<file path="src/rtl/chad_coproc.sv">
// rtl/chad_coproc.sv - iterative unsigned multiply/divide coprocessor for the chad core
module chad_coproc #(
  parameter int WIDTH = 18
) (
  input  logic             clk,
  input  logic             resetq,
  input  logic             go,
  input  logic [10:0]      sel,
  input  logic [WIDTH-1:0] a,
  input  logic [WIDTH-1:0] b,
  input  logic [WIDTH-1:0] c,
  output logic [WIDTH-1:0] y,
  output logic             busy
);

  localparam int CW = $clog2(WIDTH + 1);

  typedef enum logic [1:0] {IDLE, RUN, DONE} state_t;
  typedef enum logic [1:0] {Y_LO, Y_HI, Y_STAT} ysel_t;

  state_t           state, state_nx;
  ysel_t            ysel;
  logic [WIDTH-1:0] lo, hi, opnd;
  logic             ovf, is_div;
  logic [CW-1:0]    cnt;

  logic [2:0]       op;
  logic             start_mul, start_div, div_ovf;
  logic [WIDTH:0]   mul_sum, div_sh;
  logic [WIDTH-1:0] div_diff;
  logic             div_ge;
  logic             unused_sel;

  assign op         = sel[2:0];
  assign unused_sel = ^sel[10:3];
  assign start_mul  = (state == IDLE) && go && (op == 3'd1);
  assign start_div  = (state == IDLE) && go && (op == 3'd2);
  // The quotient only fits in WIDTH bits when the high dividend word is below the divisor.
  assign div_ovf    = (c >= a);

  // hi carries one extra bit while summing; the shifted-out carry becomes the new hi MSB.
  assign mul_sum  = {1'b0, hi} + (lo[0] ? {1'b0, opnd} : {(WIDTH+1){1'b0}});
  // Partial remainder after the left shift can exceed WIDTH bits, so compare at WIDTH+1.
  assign div_sh   = {hi, lo[WIDTH-1]};
  assign div_ge   = (div_sh >= {1'b0, opnd});
  assign div_diff = div_sh[WIDTH-1:0] - opnd;

  // State register.
  always_ff @(posedge clk or negedge resetq) begin
    if (!resetq) state <= IDLE;
    else         state <= state_nx;
  end

  // Next-state and stall decode; busy rises in the go cycle itself so the core holds at once.
  always_comb begin
    state_nx = state;
    busy     = 1'b0;
    case (state)
      IDLE: begin
        busy = start_mul | start_div;
        if (start_mul || (start_div && !div_ovf)) state_nx = RUN;
        else if (start_div)                       state_nx = DONE;
      end
      RUN: begin
        busy = 1'b1;
        if (cnt == CW'(1)) state_nx = DONE;
      end
      DONE:    state_nx = IDLE;
      default: state_nx = IDLE;
    endcase
  end

  // Operand capture, one shift-add or restoring-divide step per RUN cycle, and result select.
  always_ff @(posedge clk or negedge resetq) begin
    if (!resetq) begin
      lo     <= '0;
      hi     <= '0;
      opnd   <= '0;
      ovf    <= 1'b0;
      is_div <= 1'b0;
      cnt    <= '0;
      ysel   <= Y_LO;
    end else begin
      case (state)
        IDLE: begin
          if (start_mul) begin
            opnd   <= a;
            hi     <= '0;
            lo     <= b;
            ovf    <= 1'b0;
            is_div <= 1'b0;
            cnt    <= CW'(WIDTH);
            ysel   <= Y_LO;
          end else if (start_div) begin
            opnd   <= a;
            is_div <= 1'b1;
            cnt    <= CW'(WIDTH);
            ysel   <= Y_LO;
            if (div_ovf) begin
              lo  <= '1;
              hi  <= '1;
              ovf <= 1'b1;
            end else begin
              hi  <= c;
              lo  <= b;
              ovf <= 1'b0;
            end
          end else if (go) begin
            case (op)
              3'd4:    ysel <= Y_LO;
              3'd5:    ysel <= Y_HI;
              3'd6:    ysel <= Y_STAT;
              default: ysel <= ysel;
            endcase
          end
        end
        RUN: begin
          cnt <= cnt - CW'(1);
          if (is_div) begin
            if (div_ge) begin
              hi <= div_diff;
              lo <= {lo[WIDTH-2:0], 1'b1};
            end else begin
              hi <= div_sh[WIDTH-1:0];
              lo <= {lo[WIDTH-2:0], 1'b0};
            end
          end else begin
            hi <= mul_sum[WIDTH:1];
            lo <= {mul_sum[0], lo[WIDTH-1:1]};
          end
        end
        default: ;
      endcase
    end
  end

  // Result mux onto the core's cop input.
  always_comb begin
    y = lo;
    case (ysel)
      Y_LO:    y = lo;
      Y_HI:    y = hi;
      Y_STAT:  y = {{(WIDTH-2){1'b0}}, (state == RUN), ovf};
      default: y = lo;
    endcase
  end

endmodule

</file>
<file path="config.mk">
export PLATFORM = sky130hd
export DESIGN_NAME = chad_coproc
export DESIGN_NICKNAME = d
export VERILOG_FILES = /design/src/rtl/chad_coproc.sv
export SDC_FILE = /design/constraint.sdc
export NUM_CORES = 1
export LEC_CHECK = 0
export BUFFER_PORTS_ARGS = -buffer_cell sky130_fd_sc_hd__buf_2
export CORE_ASPECT_RATIO = 0.6
export CORE_UTILIZATION = 50
export DETAILED_ROUTE_END_ITERATION = 16
export MAX_ROUTING_LAYER = met4
export PLACE_DENSITY = 0.74
export SYNTH_ARGS = -nofsm -noshare
export SYNTH_HDL_FRONTEND = slang
export SYNTH_SLANG_ARGS = --single-unit
</file>
<file path="constraint.sdc">
create_clock -name clk -period 3.1 [get_ports clk]
set_clock_uncertainty 0.05 [all_clocks]
set_input_delay 0.62 -clock clk [delete_from_list [all_inputs] [get_ports clk]]
set_output_delay 0.62 -clock clk [all_outputs]
set_load 0.005 [all_outputs]
</file>
After elaboration in Yosys (flattened, before gate mapping) --
Cells that the tools add are included.
Word-level totals: register bits after elaboration 65, bits in latches 0, memory bits (writable) 0, memory bits (read-only) 0, bits of input ports 68, memories 0
Operators by class: $add $sub $neg 3, $mul 0, divide/modulo/power cells 0, order comparisons 2, equal/unequal tests 12, shift operators 0, multiplexer cells 33, bitwise operators 1, reduce and logical (&&, ||, !) cells 15
Operators with widths (count):
- 18-bit two-way mux | 12
- 18-bit one-hot mux with 2 select lines | 3
- 18-bit by 18-bit adder with 19-bit output | 1
- 19-bit by 18-bit >= comparator with 1-bit output | 1
- 18-bit >= comparator | 1
- 18-bit subtractor | 1
- 2-bit two-way mux | 6
- 5-bit two-way mux | 2
- 5-bit one-hot mux with 2 select lines | 1
- 3-bit equality test, second input constant | 3
- 1-bit two-way mux | 6
- 2-bit one-hot mux with 3 select lines | 1
- 2-bit AND reduction | 3
- 5-bit by 1-bit equality test with 1-bit output, second input constant | 1
- 5-bit nonzero test | 1
- 5-bit by 1-bit subtractor with 5-bit output, second input constant | 1
- 2-bit by 1-bit equality test with 1-bit output, second input constant | 2
- 1-bit logical AND | 4
- 2-bit one-hot mux with 2 select lines | 1
- 2-bit nonzero test | 2
- 3-bit by 1-bit equality test with 1-bit output, second input constant | 1
- 3-bit by 2-bit equality test with 1-bit output, second input constant | 1
- 3-bit by 2-bit != test with 1-bit output, second input constant | 1
- 3-bit != test, second input constant | 1
- other kinds (9) | 9

Longest topological paths before layout --
Gate-level depths: netlist of run 1.
word-level depth 7, mapped depth 12, gate-level depth less buffers 11

Least setup slack after synthesis of run 1 --
No wires, ideal clock.
path type register to register, start point register lo[0], end point register hi[17], arrival time 2.733 ns, required time 2.908 ns, setup slack 0.175 ns, cell stages (with the launch flop) 13, path buffers 1, clock period less this slack 2.925 ns, path through dfrtp_1 > clkbuf_1 > and2_1 > ha_1 > fa_1 > a211oi_1 > o21a_1 > a21oi_1 > a31oi_1 > a211o_1 > o21ai_0 > a2111oi_0 > o311ai_1
Between the ends: cells in the longest elaborated chain, start to end 4
Ends and longest elaborated chain:
- start: declaration | RTL line 23 | logic [WIDTH-1:0] lo, hi, opnd;
- start signal: assignment | RTL line 122 | lo <= {lo[WIDTH-2:0], 1'b1};
- start signal: assignment | RTL line 125 | lo <= {lo[WIDTH-2:0], 1'b0};
- start signal: assignment | RTL line 129 | lo <= {mul_sum[0], lo[WIDTH-1:1]};
- 18-bit two-way mux | RTL line 42 | assign mul_sum = {1'b0, hi} + (lo[0] ? {1'b0, opnd} : {(WIDTH+1){1'b0}});
- 18-bit by 18-bit adder with 19-bit output | RTL line 42
- 18-bit two-way mux | RTL line 119 | if (is_div) begin
- 18-bit one-hot mux with 2 select lines | RTL line 84 | case (state)
- end signal: assignment | RTL line 121 | hi <= div_diff;
- end signal: assignment | RTL line 124 | hi <= div_sh[WIDTH-1:0];
- end signal: assignment | RTL line 128 | hi <= mul_sum[WIDTH:1];
- end: declaration | RTL line 23
No other way between the ends. A chain may end at the register's enable or synchronous reset.

Final worst setup path of run 1 --
Same ends and word-level chain as after synthesis.

==> results of run 1 <==
## report_power, final
part / switching [W] / internal, W
logic: 0.00363 / 0.00278
registers: 0.000460 / 0.00127
clock network: 0.000380 / 0.000766
total: 0.00447 / 0.00482
## final timing paths
kind	depth (start not counted)	slack (ns)	to	startpoint
min in group clk	2	0.46	opnd[10]$_DFFE_PN0P_	opnd[10]$_DFFE_PN0P_
hold / removal	1	0.30	opnd[11]$_DFFE_PN0P_	resetq
setup / recovery	11	0.11	hi[17]$_DFFE_PN0P_	lo[0]$_DFFE_PN0P_
setup reg to reg	11	0.11	hi[17]$_DFFE_PN0P_	lo[0]$_DFFE_PN0P_
hold reg to reg	2	0.46	opnd[10]$_DFFE_PN0P_	opnd[10]$_DFFE_PN0P_
max in group asynchronous	2	2.00	lo[0]$_DFFE_PN0P_	resetq
## registers in the layout (all words and copies together), names as in the netlist
| name | flops |
|---|---|
| hi | 18 |
| lo | 18 |
| opnd | 18 |
| cnt | 5 |
| state | 2 |
| ysel | 2 |
| is_div | 1 |
| ovf | 1 |
## routing by layer
layer,global-route usage,vias up,wire (um)
met2,0.490,310,8150
met3,0.0575,39,1620
met5,-,-,0
met4,0.0704,0,327
li1,-,2871,-
met1,0.486,2887,9150
## layout by cell type (no fill, tap or decap), drive strengths merged, types with 3 or more instances in the layout
cell type,synthesis,routed
nor3,10,10
o211a,7,7
ha,58,58
xnor2,19,19
buf,10,141
nand3,14,14
a21o,10,10
xor2,11,11
nand2b,6,6
a31oi,4,4
a211oi,6,6
a21oi,42,42
o21ai,100,100
clkbuf,24,13
o31ai,3,3
or2,3,3
nand4,6,6
o311a,3,3
a22oi,6,6
and3,5,5
o21a,10,10
inv,49,49
nand2,107,107
a211o,4,4
o211ai,13,13
o21bai,3,3
a22o,3,3
mux2,16,16
o22ai,19,19
a221oi,3,3
nor2b,13,13
mux2i,3,3
o221ai,8,8
a2111oi,4,4
and2,21,21
nor2,21,21
dfrtp,65,65
## repair_timing
action	in CTS	in global routing
setup endpoints to repair	7	19
gates resized for setup	8	19
buffers inserted	1	2
pin swaps	3	13
endpoints found under the hold margin	0	0
## stage by stage
step	util	setup slack [ns]	std cells	TNS, ns
after floorplan	-	0.175	730	0
after global placement	0.600	-0.295	996	-3.44
after detailed placement	0.600	-0.295	996	-3.53
after CTS	0.633	0.0218	1012	0
after global routing	0.642	-0.0425	1012	-0.0425
final	0.642	0.108	1012	0
## kinds of logic (layout without fill, tap and decap cells)
logic type,count (synthesis),after routing,share of synthesized area
buffers and inverters,83,205,0.0555
AND/OR/NAND/NOR,213,213,0.170
AO/OA/AOI/OAI,260,260,0.288
XOR/XNOR,30,30,0.0446
multiplexers,19,19,0.0357
adder cells (fa/ha/maj),60,60,0.130
flip-flops,65,65,0.276
## area by class of cell
cell class | instances | area, um^2 | share of cell area
timing repair buffer | 141 | 888 | 0.122
inverter | 49 | 184 | 0.0252
clock inverter | 2 | 60.1 | 0.00822
multi-input combinational | 582 | 4070 | 0.558
clock buffer | 13 | 270 | 0.0370
tap | 160 | 200 | 0.0274
sequential | 65 | 1630 | 0.223
==> flow_summary.ini, run 1 <==
[status]
status = complete, no violations

[cts]
insertion_delay_ns = 0.33
htreeDepth = 3
path_clk_slew_ns = 0.06
cts-buffers-inserted = 9
cts_hold_buffers = 0
cts-root-buf = clkbuf_16
tritoncts = yes
cts_buffer_depth = 2
clock-sinks = 65

[detailed_routing]
vias = 6107
drcViolationCount = 0
postRouteAntennaNets = 0
drt-total-wl_um = 19200
first_pass_iters = 6
vias_per_cell = 6.03
wl_per_cell_um = 19.0
drt-initial-drc-count = 634

[yosys]
synth_flop_cell = dfrtp_1
syn_area_um2 = 5890
ys_top_cells_by_area = dfrtp_1 (28%), ha_1 (12%), o21ai_0 (8.0%), nand2_1 (6.8%), a21oi_1 (3.6%)
synth_edf_count = 0
synth_top_area_share = 0.276
synth_nets = 858
synth.distinct_cells = 64
synth_most_common_cell = nand2_1
synth-async-reset-ratio = 1.00
netlist_instances = 730
yosysTopAreaCell = dfrtp_1
synth_seq_cells = 65
synth_commonest_cells = nand2_1 (107), o21ai_0 (94), dfrtp_1 (65), ha_1 (58), inv_1 (49)
ys_seq_area_frac = 0.276
syn_avg_cell_area_um2 = 8.06
synth-warning-count = 0

[timing]
clock.fmax_ghz = 0.334
finalCritPeriodShare = 0.965
final_hold_viol_count = 0
setup_viol = 0
timing.hold.ws_ns = 0.303
worstMarginPinSlew_ns = 0.778
finalMaxSlewViolations = 0
slew_headroom = 0.482
min_period_ns = 2.99

[pwr]
peakVddDrop_v = 0.000535
p_leak_nw = 3.48
power_density_nw_per_um2 = 1270
p_total_w = 0.00930

[setup_path]
crit_required_ns = 3.24
crit_path_end_kind = register
critPathMaxFanout = 5
crit_path_start_kind = register
crit_chain = and2_1 -> ha_1 -> fa_2 -> a211oi_2 -> o21a_1 -> a21oi_4 -> a31oi_4 -> a211o_1 -> o21ai_2 -> a2111oi_2 -> o311ai_1
slowest_stage = dfrtp_2
crit_arrival_ns = 3.13
worst-path-buf-inv = 0
max_stage_delay_ns = 0.46
crit_family = compound AO/OA/AOI/OAI gates
critPathKind = register to register

[die]
coreArea_um2 = 11400
dieArea_um2 = 12200
fp.dieH_um = 86.1
die_w_um = 142
ios = 87
num_rows = 30
start_util = 0.518

[final_layout]
fill_cells = 987
final_layout_size_suffix_gt1_frac = 0.244
layout.nets = 976
diodes = 0
area_growth_pct = 24.1
final_cell_area_um2 = 7300

[global_route]
grt_pass1_vias = 5800
antenna_found_initial = 0
globalRouteOverflowTotal = 0
grt_pass1_wl_um = 30700
grtUsageTotal = 0.337
grt_max_degree = 42

[placed_design]
place_area_um2 = 6830
hpwl_um = 14900
gp_congestion = 0.925
io_buffer_count = 78

[worst_hold_path]
hold_path_class = input port to asynchronous set/reset pin

[flow_run]
drv_cap = 0
Power figures use the tool's default switching activity.
==> inputs of run 2 (changes only) <==
--- a/config.mk
+++ b/config.mk
@@ -10,7 +10,7 @@
 export CORE_UTILIZATION = 50
 export DETAILED_ROUTE_END_ITERATION = 16
 export MAX_ROUTING_LAYER = met4
-export PLACE_DENSITY = 0.74
+export PLACE_DENSITY = 0.71
 export SYNTH_ARGS = -nofsm -noshare
 export SYNTH_HDL_FRONTEND = slang
 export SYNTH_SLANG_ARGS = --single-unit
==> constraint.sdc (replaced) <==
create_clock -name clk -period 3.5 [get_ports clk]
set_clock_uncertainty 0.05 [all_clocks]
set_input_delay 0.7 -clock clk [delete_from_list [all_inputs] [get_ports clk]]
set_output_delay 0.7 -clock clk [all_outputs]
set_load 0.005 [all_outputs]
==> run 2 against run 1 <==
Non-clock buffer count fell by 46. Die area did not move. Register-to-register slack improved by 0.11 ns. Sequential cell count did not move. First-iteration DRC count fell by 11%. Via count fell by 5.1%. Core utilization fell by 4.5 points. Cell area fell by 7.0%. Routed wire length fell by 5.1%. Sequential share of layout area rose by 1.7 points. Power fell by 18%. Critical endpoint is now hi[14]$_DFFE_PN0P_.
==> flow_summary.ini, run 2 (synthesized netlist as in run 1, its figures left out) <==
[status]
status = complete, no violations

[cts]
cts_buffer_depth = 2
clock-sinks = 65
tritoncts = yes
cts-root-buf = clkbuf_16
post-cts-setup-buffers = 0
insertion_delay_ns = 0.33
htreeDepth = 3
path_clk_slew_ns = 0.06
post_cts_resized = 0
cts_hold_buffers = 0
cts-buffers-inserted = 9

[die]
start_util = 0.518
num_rows = 30
die_w_um = 142
fp.dieH_um = 86.1
coreArea_um2 = 11400
ios = 87
dieArea_um2 = 12200

[detailed_routing]
postRouteAntennaNets = 0
vias = 5794
wl_per_cell_um = 18.9
drt-total-wl_um = 18300
drcViolationCount = 0
first_pass_iters = 5
drt-initial-drc-count = 565
vias_per_cell = 5.99

[timing]
min_period_ns = 3.28
final_hold_viol_count = 0
tns_ns = 0
setup_viol = 0
slew_headroom = 0.490
rsz0062_at_grt = no
worstMarginPinSlew_ns = 0.765
clock.fmax_ghz = 0.305
finalMaxSlewViolations = 0
finalCritPeriodShare = 0.937
timing.hold.ws_ns = 0.385

[pwr]
p_int_w = 0.00383
peakVddDrop_v = 0.000396
pwr-share-clk = 0.129
seq_power_share = 0.220
p_sw_frac = 0.498
p_comb_frac = 0.650
p_leak_nw = 3.23
p_sw_w = 0.00380
power_density_nw_per_um2 = 1120

[setup_path]
critPathKind = register to register
critPathMaxFanout = 17
crit_required_ns = 3.63
crit_path_end_kind = register
crit_arrival_ns = 3.41
crit_path_start_kind = register

[global_route]
grtUsageTotal = 0.322
grt_pass1_wl_um = 28700
grt_pass1_vias = 5333
globalRouteOverflowTotal = 0
grt_max_degree = 50
antenna_found_initial = 0

[final_layout]
diodes = 0
final_layout_size_suffix_gt1_frac = 0.178
layout_common_cells = nand2_1 (107), o21ai_0 (94), buf_2 (78)
fill_cells = 1042
layout.nets = 930
area_growth_pct = 15.3
largestRegisters = hi (18), lo (18), opnd (18)
final_common_cell = nand2_1

[worst_hold_path]
hold_path_class = input port to asynchronous set/reset pin

[placed_design]
hpwl_um = 14400
gp_congestion = 0.968
io_buffer_count = 78

[flow_run]
drv_cap = 0
run 2: critical path, cell delays in order, from the launching register on:
cell       delay, ns
dfrtp_1         0.46
buf_4           0.23
and2_1          0.17
ha_1            0.34
and3_1          0.23
a2111oi_4       0.44
o2111ai_1       0.23
a31oi_2         0.27
nor2_1          0.10
a211oi_2        0.25
xor2_1          0.21
o2111ai_1       0.13
run 2: layout make-up:
class / instances / area [um^2] / area share
clock buffers: 9 / 225 / 0.0332
clock inverters: 7 / 103 / 0.0151
inverters: 49 / 184 / 0.0271
multi-input cells: 582 / 3930 / 0.579
flip-flops and latches: 65 / 1630 / 0.240
well taps: 160 / 200 / 0.0295
repair buffers: 95 / 518 / 0.0763
run 2: per-layer routing:
metal  part of all wire  wire length, um  track usage
met5                  0                0            -
met4              0.013              242       0.0821
met3               0.13             2290       0.0994
met2               0.39             7100        0.418
met1               0.47             8630        0.471
run 2: metrics by stage:
step / instance area (um^2) / cells / utilization / worst slack [ns] / power (W)
global placement: 6460 / 951 / 0.568 / 0.287 / 0.00629
global route: 6790 / 967 / 0.597 / 0.0774 / 0.00824
detailed placement: 6460 / 951 / 0.568 / 0.144 / 0.00646
floorplan: 5890 / 730 / - / 0.575 / 0.00512
CTS: 6790 / 967 / 0.597 / 0.276 / 0.00750
finish: 6790 / 967 / 0.597 / 0.221 / 0.00762
run 2: path summary, 6_finish.rpt:
check / startpoint / endpoint / cells after the start / slack, ns
max reg2reg: lo[0]$_DFFE_PN0P_ / hi[14]$_DFFE_PN0P_ / 11 / 0.22
min in group clk: lo[6]$_DFFE_PN0P_ / lo[6]$_DFFE_PN0P_ / 2 / 0.49
min: resetq / lo[5]$_DFFE_PN0P_ / 1 / 0.39
max: lo[0]$_DFFE_PN0P_ / hi[14]$_DFFE_PN0P_ / 11 / 0.22
min reg2reg: lo[6]$_DFFE_PN0P_ / lo[6]$_DFFE_PN0P_ / 2 / 0.49
max in group asynchronous: resetq / opnd[8]$_DFFE_PN0P_ / 2 / 2.24
run 2: power by group through the flow:
stage / Sequential, W / Combinational (W) / Clock (W)
after floorplan: 0.00140 / 0.00372 / 0
after global placement: 0.00164 / 0.00466 / 0
after detailed placement: 0.00165 / 0.00481 / 0
after CTS: 0.00164 / 0.00486 / 0.000997
after global routing: 0.00171 / 0.00550 / 0.00103
final: 0.00168 / 0.00496 / 0.000984
